### src/rtl/uart_rx_param.sv
// uart_rx_param: parametrised oversampling UART receiver.
// Single clock domain; baud_tick is a one-cycle enable at OVERSAMPLE x the bit rate.
// Frames are LSB first: start bit, DATA_BITS data bits, optional parity, then
// STOP_BITS stop bits. The received word is presented on a valid/ready interface.
// Optional feature macro: UART_RX_PARITY_EN inserts the parity bit and its check.
// Without it, parity_err is tied low and PARITY_ODD has no effect.

module uart_rx_param #(
    parameter int unsigned DATA_BITS  = 8,   // 5..9
    parameter int unsigned OVERSAMPLE = 16,  // even, >= 4
    parameter int unsigned STOP_BITS  = 1,   // 1 or 2
    parameter int unsigned PARITY_ODD = 0    // 0 = even, 1 = odd
) (
    input  logic                 clk,
    input  logic                 rst,
    input  logic                 baud_tick,
    input  logic                 rx,
    input  logic                 rx_ready,
    output logic [DATA_BITS-1:0] rx_data,
    output logic                 rx_valid,
    output logic                 frame_err,
    output logic                 parity_err,
    output logic                 overrun,
    output logic                 busy,
    output logic [2:0]           state
);

    localparam int unsigned TICK_W = $clog2(OVERSAMPLE);
    localparam int unsigned BIT_W  = $clog2(DATA_BITS + 1);

    // Tick values where the start bit is checked (mid-bit) and where every later
    // bit is sampled (one full bit period after the previous sample point).
    localparam logic [TICK_W-1:0] TickMid  = TICK_W'(OVERSAMPLE / 2 - 1);
    localparam logic [TICK_W-1:0] TickLast = TICK_W'(OVERSAMPLE - 1);

    localparam logic [BIT_W-1:0] BitLastData = BIT_W'(DATA_BITS - 1);
    localparam logic [BIT_W-1:0] BitLastStop = BIT_W'(STOP_BITS - 1);

    localparam logic [2:0] StIdle   = 3'd0;
    localparam logic [2:0] StStart  = 3'd1;
    localparam logic [2:0] StData   = 3'd2;
    localparam logic [2:0] StParity = 3'd3;
    localparam logic [2:0] StStop   = 3'd4;

    // Synchronizer
    logic rx_meta_q;
    logic rxs_q;

    // Frame FSM and counters
    logic [2:0]           state_q,    state_d;
    logic [TICK_W-1:0]    tick_q,     tick_d;
    logic [BIT_W-1:0]     bit_q,      bit_d;
    logic [DATA_BITS-1:0] shreg_q,    shreg_d;
    logic                 ferr_acc_q, ferr_acc_d;
    logic                 armed_q,    armed_d;
    logic                 done;

    // Output holding registers
    logic [DATA_BITS-1:0] rx_data_q;
    logic                 rx_valid_q;
    logic                 frame_err_q;
    logic                 parity_err_q;
    logic                 overrun_q;

    logic                 frame_par_err;

`ifdef UART_RX_PARITY_EN
    logic par_bit_q, par_bit_d;
    localparam logic ParOdd = (PARITY_ODD != 0);

    // Even sense expects the parity bit to equal the XOR of the data bits.
    assign frame_par_err = par_bit_q != ((^shreg_q) ^ ParOdd);
`else
    logic unused_parity_odd;
    assign unused_parity_odd = (PARITY_ODD != 0);
    assign frame_par_err     = 1'b0;
`endif

    // Two-flop synchronizer for the asynchronous rx line; idles high.
    always_ff @(posedge clk) begin
        if (rst) begin
            rx_meta_q <= 1'b1;
            rxs_q     <= 1'b1;
        end else begin
            rx_meta_q <= rx;
            rxs_q     <= rx_meta_q;
        end
    end

    // Next-state logic: every counter and state change is gated by baud_tick.
    always_comb begin
        state_d    = state_q;
        tick_d     = tick_q;
        bit_d      = bit_q;
        shreg_d    = shreg_q;
        ferr_acc_d = ferr_acc_q;
        // A high line re-arms start detection (needed after a break).
        armed_d    = armed_q | rxs_q;
        done       = 1'b0;
`ifdef UART_RX_PARITY_EN
        par_bit_d  = par_bit_q;
`endif

        if (baud_tick) begin
            case (state_q)
                StIdle: begin
                    if (armed_q && !rxs_q) begin
                        state_d = StStart;
                        tick_d  = '0;
                    end
                end

                StStart: begin
                    if (tick_q == TickMid) begin
                        tick_d = '0;
                        bit_d  = '0;
                        if (rxs_q) begin
                            // Line went back high before mid-bit: a glitch, not a start.
                            state_d = StIdle;
                        end else begin
                            state_d    = StData;
                            ferr_acc_d = 1'b0;
                        end
                    end else begin
                        tick_d = tick_q + 1'b1;
                    end
                end

                StData: begin
                    if (tick_q == TickLast) begin
                        tick_d  = '0;
                        shreg_d = {rxs_q, shreg_q[DATA_BITS-1:1]};
                        if (bit_q == BitLastData) begin
                            bit_d = '0;
`ifdef UART_RX_PARITY_EN
                            state_d = StParity;
`else
                            state_d = StStop;
`endif
                        end else begin
                            bit_d = bit_q + 1'b1;
                        end
                    end else begin
                        tick_d = tick_q + 1'b1;
                    end
                end

                StParity: begin
`ifdef UART_RX_PARITY_EN
                    if (tick_q == TickLast) begin
                        par_bit_d = rxs_q;
                        tick_d    = '0;
                        bit_d     = '0;
                        state_d   = StStop;
                    end else begin
                        tick_d = tick_q + 1'b1;
                    end
`else
                    // Unreachable without the parity option; recover to idle.
                    state_d = StIdle;
                    tick_d  = '0;
                    bit_d   = '0;
`endif
                end

                StStop: begin
                    if (tick_q == TickLast) begin
                        tick_d = '0;
                        if (!rxs_q) begin
                            ferr_acc_d = 1'b1;
                        end
                        if (bit_q == BitLastStop) begin
                            bit_d   = '0;
                            state_d = StIdle;
                            done    = 1'b1;
                            // A low stop bit may be a break: wait for the line to go high.
                            if (ferr_acc_q || !rxs_q) begin
                                armed_d = 1'b0;
                            end
                        end else begin
                            bit_d = bit_q + 1'b1;
                        end
                    end else begin
                        tick_d = tick_q + 1'b1;
                    end
                end

                default: begin
                    state_d = StIdle;
                    tick_d  = '0;
                    bit_d   = '0;
                end
            endcase
        end
    end

    // FSM, counter and shift register state; reset discards any partial frame.
    always_ff @(posedge clk) begin
        if (rst) begin
            state_q    <= StIdle;
            tick_q     <= '0;
            bit_q      <= '0;
            shreg_q    <= '0;
            ferr_acc_q <= 1'b0;
            armed_q    <= 1'b1;
        end else begin
            state_q    <= state_d;
            tick_q     <= tick_d;
            bit_q      <= bit_d;
            shreg_q    <= shreg_d;
            ferr_acc_q <= ferr_acc_d;
            armed_q    <= armed_d;
        end
    end

`ifdef UART_RX_PARITY_EN
    // Captured parity bit, compared against the data once the frame completes.
    always_ff @(posedge clk) begin
        if (rst) begin
            par_bit_q <= 1'b0;
        end else begin
            par_bit_q <= par_bit_d;
        end
    end
`endif

    // Output holding register with valid/ready handshake and overrun detection.
    always_ff @(posedge clk) begin
        if (rst) begin
            rx_data_q    <= '0;
            rx_valid_q   <= 1'b0;
            frame_err_q  <= 1'b0;
            parity_err_q <= 1'b0;
            overrun_q    <= 1'b0;
        end else if (done) begin
            // A completing frame always wins; overrun only if the old one was not taken.
            rx_data_q    <= shreg_q;
            rx_valid_q   <= 1'b1;
            frame_err_q  <= ferr_acc_d;
            parity_err_q <= frame_par_err;
            overrun_q    <= rx_valid_q && !rx_ready;
        end else if (rx_valid_q && rx_ready) begin
            // rx_data is deliberately left holding the consumed word.
            rx_valid_q   <= 1'b0;
            frame_err_q  <= 1'b0;
            parity_err_q <= 1'b0;
            overrun_q    <= 1'b0;
        end
    end

    assign rx_data    = rx_data_q;
    assign rx_valid   = rx_valid_q;
    assign frame_err  = frame_err_q;
    assign parity_err = parity_err_q;
    assign overrun    = overrun_q;
    assign busy       = (state_q != StIdle);
    assign state      = state_q;

endmodule

### config.mk
export PLATFORM = sky130hd
export DESIGN_NAME = uart_rx_param
export DESIGN_NICKNAME = d
export VERILOG_FILES = /design/src/rtl/uart_rx_param.sv
export SDC_FILE = /design/constraint.sdc
export NUM_CORES = 1
export LEC_CHECK = 0
export CORE_ASPECT_RATIO = 1.4
export CORE_MARGIN = 3
export CORE_UTILIZATION = 41
export CTS_BUF_LIST = sky130_fd_sc_hd__clkbuf_2
export CTS_CLUSTER_DIAMETER = 30
export DETAILED_ROUTE_END_ITERATION = 6
export PLACE_DENSITY = 0.64
export SYNTH_ARGS = -nofsm -noshare
export SYNTH_HDL_FRONTEND = slang
export SYNTH_SLANG_ARGS = --single-unit
export TNS_END_PERCENT = 30
### constraint.sdc
create_clock -name clk -period 1.8 [get_ports clk]
set_input_delay 0.36 -clock clk [delete_from_list [all_inputs] [get_ports clk]]
set_output_delay 0.36 -clock clk [all_outputs]
set_load 0.03 [all_outputs]
==> impl_metrics.json, run 1 <==
{
  "cts_buffers": 5,
  "gp_congestion": 0.7735,
  "core_area_sq_um": 3709,
  "critical_path_class": "flop to flop",
  "boundaryPins": 21,
  "synth_edf_count": 0,
  "timing.rr.end": "armed_q",
  "ys_warn_count": 0,
  "setup-violations-final": 0,
  "clk_path_buf_depth": 2,
  "final.setup.tns_ns": 0,
  "status": "completed",
  "htree_levels": 2,
  "maxSlewViolCount": 0,
  "critPathCaptureType": "flop",
  "grtUsageTotal_pct": 15.84,
  "hold_path_class": "flop to flop",
  "fin_nets": 207,
  "synthArstFlopShare_pct": 0,
  "start_util_pct": 43.59,
  "vias": 1318,
  "maxCapViolations": 0,
  "yosys.area.top_type": "dfxtp_1",
  "p_leak_nw": 0.8934,
  "syn_area_sq_um": 1617,
  "grt_max_degree": 21,
  "ff2ff_path_depth": 5,
  "die_area_sq_um": 4743,
  "max_freq_mhz": 575.7,
  "overflow": 0,
  "synth-main-ff-cell": "dfxtp_1",
  "register_area_sq_um": 691.9,
  "n_antenna_cell": 0,
  "drc": 0,
  "required_ns": 2.07,
  "reg2reg_slack_ns": 0.06,
  "area_growth_pct": 25.08,
  "finalHoldViolCount": 0,
  "skew_ns": 0.01408,
  "synthDominantCellAreaShare_pct": 42.11,
  "drive_above_1_share_pct": 23.50,
  "cts_sinks": 34,
  "grt_pass1_wl_microns": 5830,
  "final_design_area_no_fill_sq_um": 2022,
  "clk_latency_ns": 0.36,
  "worstSetupStartpointType": "flop",
  "fp-row-count": 26,
  "synth_nets": 178,
  "period_share_pct": 96.49,
  "ant_nets": 0,
  "fillCellCount": 367,
  "drtPass1Iterations": 4,
  "power.total_mw": 1.351,
  "cts.clk_slew.worst_paths_ns": 0.19,
  "cts_tree": "yes",
  "p_per_area_nw_per_um2": 668.0,
  "grt_pass1_vias": 1330,
  "avgSynthCellArea_sq_um": 9.509,
  "drt_wl_total_microns": 3317,
  "multi_input_area_sq_um": 870.8,
  "rsz0062_at_grt": "true",
  "vias_per_cell": 5.446,
  "wl_per_cell_microns": 13.71,
  "hp-start": "rx_meta_q",
  "reg2reg_from": "state[2]",
  "ir_drop_mv": 0.5252,
  "critical_path.max_fanout": 14,
  "port_buffers": 19,
  "ys_types": 51,
  "dr.first_iter.drc_count": 22,
  "syn_inst": 170,
  "die_w_microns": 59.07,
  "cts-root-buf": "clkbuf_2",
  "holdPathStages": 1,
  "antenna_found_initial": 0,
  "finalHoldWorstSlack_ns": 0.4323,
  "die-height_microns": 80.30,
  "fin_util_pct": 54.52,
  "critPathArrivalTime_ns": 2.01,
  "dp_hpwl_microns": 2392,
  "synth_area_leaders": "dfxtp_1, mux2i_1, nor2_1",
  "finalCriticalPeriod_ns": 1.737,
  "synth-seq-cells": 34,
  "postPlaceCellArea_sq_um": 1917,
  "synth.yosys.seq_area_share_pct": 42.11,
  "min_to": "rxs_q"
}
## cell families (layout without fill, tap and decap cells)
| group | after synthesis | count (layout) | synth area share, % |
|---|---|---|---|
| AND/OR/NAND/NOR | 64 | 64 | 22.68 |
| adder cells (fa/ha/maj) | 3 | 3 | 2.322 |
| buffers and inverters | 19 | 49 | 6.192 |
| AO/OA/AOI/OAI | 28 | 28 | 13.24 |
| multiplexers | 20 | 20 | 12.69 |
| flip-flops | 34 | 34 | 42.11 |
| other | 1 | 1 | 0.2320 |
| XOR/XNOR | 1 | 1 | 0.5419 |
## metrics by stage
stage / setup slack, ns / instances
3_3_place_gp: -0.1376 / 233
3_5_place_dp: -0.1750 / 233
2_1_floorplan: -0.1126 / 170
5_1_grt: -0.01559 / 242
6_report: 0.06312 / 242
4_1_cts: -0.06300 / 241
## cells in the final DEF, fill, tap and decap left out, types with 2 or more instances in the layout
cell type / instances
clkbuf_2: 5
nand4_1: 3
nand2b_1: 2
and2_1: 2
nand4b_1: 2
nor4b_1: 2
mux2i_1: 19
buf_4: 15
ha_1: 2
nand2_1: 9
or3b_1: 2
o2bb2ai_1: 2
dfxtp_1: 29
nor2_1: 18
nor2b_1: 3
inv_1: 5
dfxtp_4: 2
nand3_1: 5
a21oi_1: 7
or2_2: 3
dlymetal6s2s_1: 2
dfxtp_2: 3
o21a_1: 2
clkdlybuf4s50_1: 4
nor3_1: 2
o21ai_0: 2
dlygate4sd2_1: 12
## synth_stat cells, drive strengths merged, types with 2 or more instances
cell,number
mux2i,19
buf,6
inv,5
clkbuf,8
ha,3
a21oi,8
nand2b,2
nand4b,2
nor3,2
a41oi,2
nor2,19
o2bb2ai,2
o21a,2
dfxtp,34
a31o,2
nand2,9
nand4,3
nand3,5
o21ai,3
or2,3
nor2b,3
and2,3
nor4b,2
or3b,3
## metal layers
layer,vias to the layer above,track usage (%),wire length (microns)
li1,656,-,-
met1,627,18.19,1483
met2,29,27.54,1644
met3,6,3.859,140
met4,0,6.122,49
met5,-,0,0
## sequential cells by signal (all words and copies together), names as in the netlist
signal,count
rx_data,8
overrun,1
state,3
shreg_q,8
frame_err,1
ferr_acc_q,1
tick_q,4
bit_q,4
rxs_q,1
rx_meta_q,1
rx_valid,1
armed_q,1
## worst max-delay path by stage
stage	depth (start not counted)	endpoint	from
floorplan	7	state[0]	state[0]
global placement	6	armed_q	baud_tick
detailed placement	6	armed_q	baud_tick
CTS	2	busy	state[1]
global route	2	busy	state[1]
finish	5	armed_q	state[2]
## report_power, final
| part | switching [mW] | internal [mW] |
|---|---|---|
| clock network | 0.267 | 0.236 |
| logic | 0.0486 | 0.0372 |
| registers | 0.00562 | 0.756 |
## cell type report
cell class | instances | area share, %
Multi-Input combinational cell | 117 | 43.07
Inverter | 5 | 0.9282
Clock inverter | 3 | 2.166
Sequential cell | 34 | 34.22
Timing Repair Buffer | 36 | 15.78
Tap cell | 42 | 2.599
Clock buffer | 5 | 1.238
## critical path, stage by stage, from the launching register on
cell and delay [ns]:
dfxtp_4 0.42, or3b_4 0.42, or3b_1 0.38, buf_6 0.18, a41oi_2 0.15, o21ai_0 0.10
## repair_timing
action | CTS | global route
pin swaps | 0 | 0
resized for setup | 17 | 13
hold buffers | 0 | 0
setup buffers | 0 | 1
endpoints found under the setup margin | 17 | 16
Note: power is estimated with default switching activity, not from simulation.
==> run 2: changes to the inputs <==
--- a/config.mk
+++ b/config.mk
@@ -7,11 +7,11 @@
 export LEC_CHECK = 0
 export CORE_ASPECT_RATIO = 1.4
 export CORE_MARGIN = 3
-export CORE_UTILIZATION = 41
+export CORE_UTILIZATION = 51
 export CTS_BUF_LIST = sky130_fd_sc_hd__clkbuf_2
 export CTS_CLUSTER_DIAMETER = 30
 export DETAILED_ROUTE_END_ITERATION = 6
-export PLACE_DENSITY = 0.64
+export PLACE_DENSITY = 0.77
 export SYNTH_ARGS = -nofsm -noshare
 export SYNTH_HDL_FRONTEND = slang
 export SYNTH_SLANG_ARGS = --single-unit
==> impl_metrics.json, run 2 (synthesis results as in run 1) <==
{
  "clk_latency_ns": 0.37,
  "dr.first_iter.drc_count": 25,
  "die-height_microns": 72.62,
  "hold_buffers": 0,
  "cts.clk_slew.worst_paths_ns": 0.18,
  "cts_sinks": 34,
  "core_area_sq_um": 2935,
  "antenna_found_initial": 0,
  "final_design_area_no_fill_sq_um": 2056,
  "tightest_slew_ns": 0.5357,
  "grt_pass1_wl_microns": 5478,
  "postPlaceCellArea_sq_um": 1911,
  "timing.rr.end": "rx_data[6]",
  "pwr-share-seq_pct": 64.3,
  "critPathArrivalTime_ns": 2.02,
  "drive_above_1_share_pct": 23.38,
  "setup-violations-final": 0,
  "p_per_area_nw_per_um2": 575.3,
  "hold_path_class": "flop to flop",
  "holdPathStages": 1,
  "cts_buffers": 5,
  "clk_path_buf_depth": 2,
  "finalCriticalPeriod_ns": 1.757,
  "die_area_sq_um": 3891,
  "p_leak_nw": 1.013,
  "power.switching_mw": 0.2930,
  "preCtsSetupSlack_ns": -0.1711,
  "clkPwrFrac_pct": 28.4,
  "hp-start": "rx_meta_q",
  "overflow": 0,
  "area_growth_pct": 27.17,
  "rsz0062_at_grt": "true",
  "slew_headroom_pct": 63.80,
  "vias_per_cell": 5.622,
  "max_freq_mhz": 569.0,
  "skew_ns": 0.02075,
  "finalHoldViolCount": 0,
  "reg2reg_slack_ns": 0.04,
  "p_sw_share_pct": 24.78,
  "die_w_microns": 53.58,
  "start_util_pct": 55.07,
  "wl_per_cell_microns": 14.48,
  "pwr-share-comb_pct": 7.2,
  "layout_setup_ws_ns": 0.04259,
  "required_ns": 2.07,
  "p_int_mw": 0.8896,
  "fillCellCount": 229,
  "drtPass1Iterations": 4,
  "reg2reg_from": "state[2]",
  "cts_tree": "yes",
  "n_antenna_cell": 0,
  "status": "completed",
  "fin_nets": 208,
  "ant_nets": 0,
  "drc": 0,
  "ir_drop_mv": 0.5541,
  "power.total_mw": 1.183,
  "dp_hpwl_microns": 2427,
  "grt_max_degree": 15,
  "maxSlewViolCount": 0,
  "ff2ff_path_depth": 5,
  "gp_congestion": 0.8465,
  "min_to": "rxs_q",
  "drt_wl_total_microns": 3446,
  "htree_levels": 2,
  "period_share_pct": 97.63,
  "worstSetupStartpointType": "flop",
  "fp-row-count": 23,
  "critical_path.max_fanout": 8,
  "critPathCaptureType": "flop",
  "port_buffers": 19,
  "grtUsageTotal_pct": 19.14,
  "grt_pass1_vias": 1290,
  "final_cell_mix": "dfxtp_1, mux2i_1, nor2_1",
  "maxCapViolations": 0,
  "boundaryPins": 21,
  "cts-root-buf": "clkbuf_2",
  "vias": 1338,
  "final_common_cell": "dfxtp_1",
  "critical_path_class": "flop to flop"
}
==> run 2: critical path, stage by stage (launching register included) <==
cell	delay, ns
dfxtp_4	0.42
or3b_4	0.42
or3b_4	0.43
clkbuf_16	0.18
mux2i_1	0.15
nor2_1	0.05
==> run 2: metal layers <==
| metal | wire length, microns | track usage [%] | share of wire (%) |
|---|---|---|---|
| met1 | 1414 | 22.09 | 41 |
| met4 | 53 | 9.375 | 1.5 |
| met2 | 1816 | 31.38 | 53 |
| met5 | 0 | 0 | 0 |
| met3 | 162 | 5.726 | 4.7 |
==> run 2: worst max path at each step <==
stage | endpoint | slack [ns] | cells after the start | from
after floorplan | state[0] | -0.11 | 7 | state[0]
after global placement | armed_q | -0.14 | 6 | baud_tick
after detailed placement | armed_q | -0.17 | 6 | baud_tick
after CTS | busy | -0.05 | 2 | state[1]
after global routing | armed_q | -0.02 | 6 | tick_q[0]
final | rx_data[6] | 0.04 | 5 | state[2]
==> run 2: area by class of cell <==
type / count / area [sq um] / share of cell area (%)
Multi-Input combinational cell: 117 / 878.3 / 42.73
Timing Repair Buffer: 37 / 382.9 / 18.62
Inverter: 5 / 18.77 / 0.9130
Sequential cell: 34 / 690.7 / 33.60
Clock buffer: 6 / 30.03 / 1.461
Tap cell: 37 / 46.29 / 2.252
Clock inverter: 2 / 8.758 / 0.4261
==> run 2: stage by stage <==
step                util, %  TNS (ns)  hold slack, ns  std cells
floorplan                 -   -0.3008          0.3895        170
global placement      65.09    -1.045          0.3932        228
detailed placement    65.09    -1.292          0.4084        228
CTS                   66.62  -0.04782          0.4557        236
global route          70.03  -0.08382          0.4637        238
finish                70.03         0          0.4498        238
==> run 2: power by group through the flow <==
stage	Combinational, mW	Clock (mW)	Sequential, mW
floorplan	0.0614	0	0.778
global placement	0.0852	0	0.778
detailed placement	0.0867	0	0.778
CTS	0.0854	0.348	0.761
global route	0.0915	0.385	0.763
finish	0.0857	0.336	0.761
==> run 2: repair_timing <==
action | CTS | global route
resized for setup | 10 | 24
buffers inserted | 0 | 1
pin swaps | 0 | 1
gates cloned | 0 | 1
endpoints found under the setup margin | 10 | 23
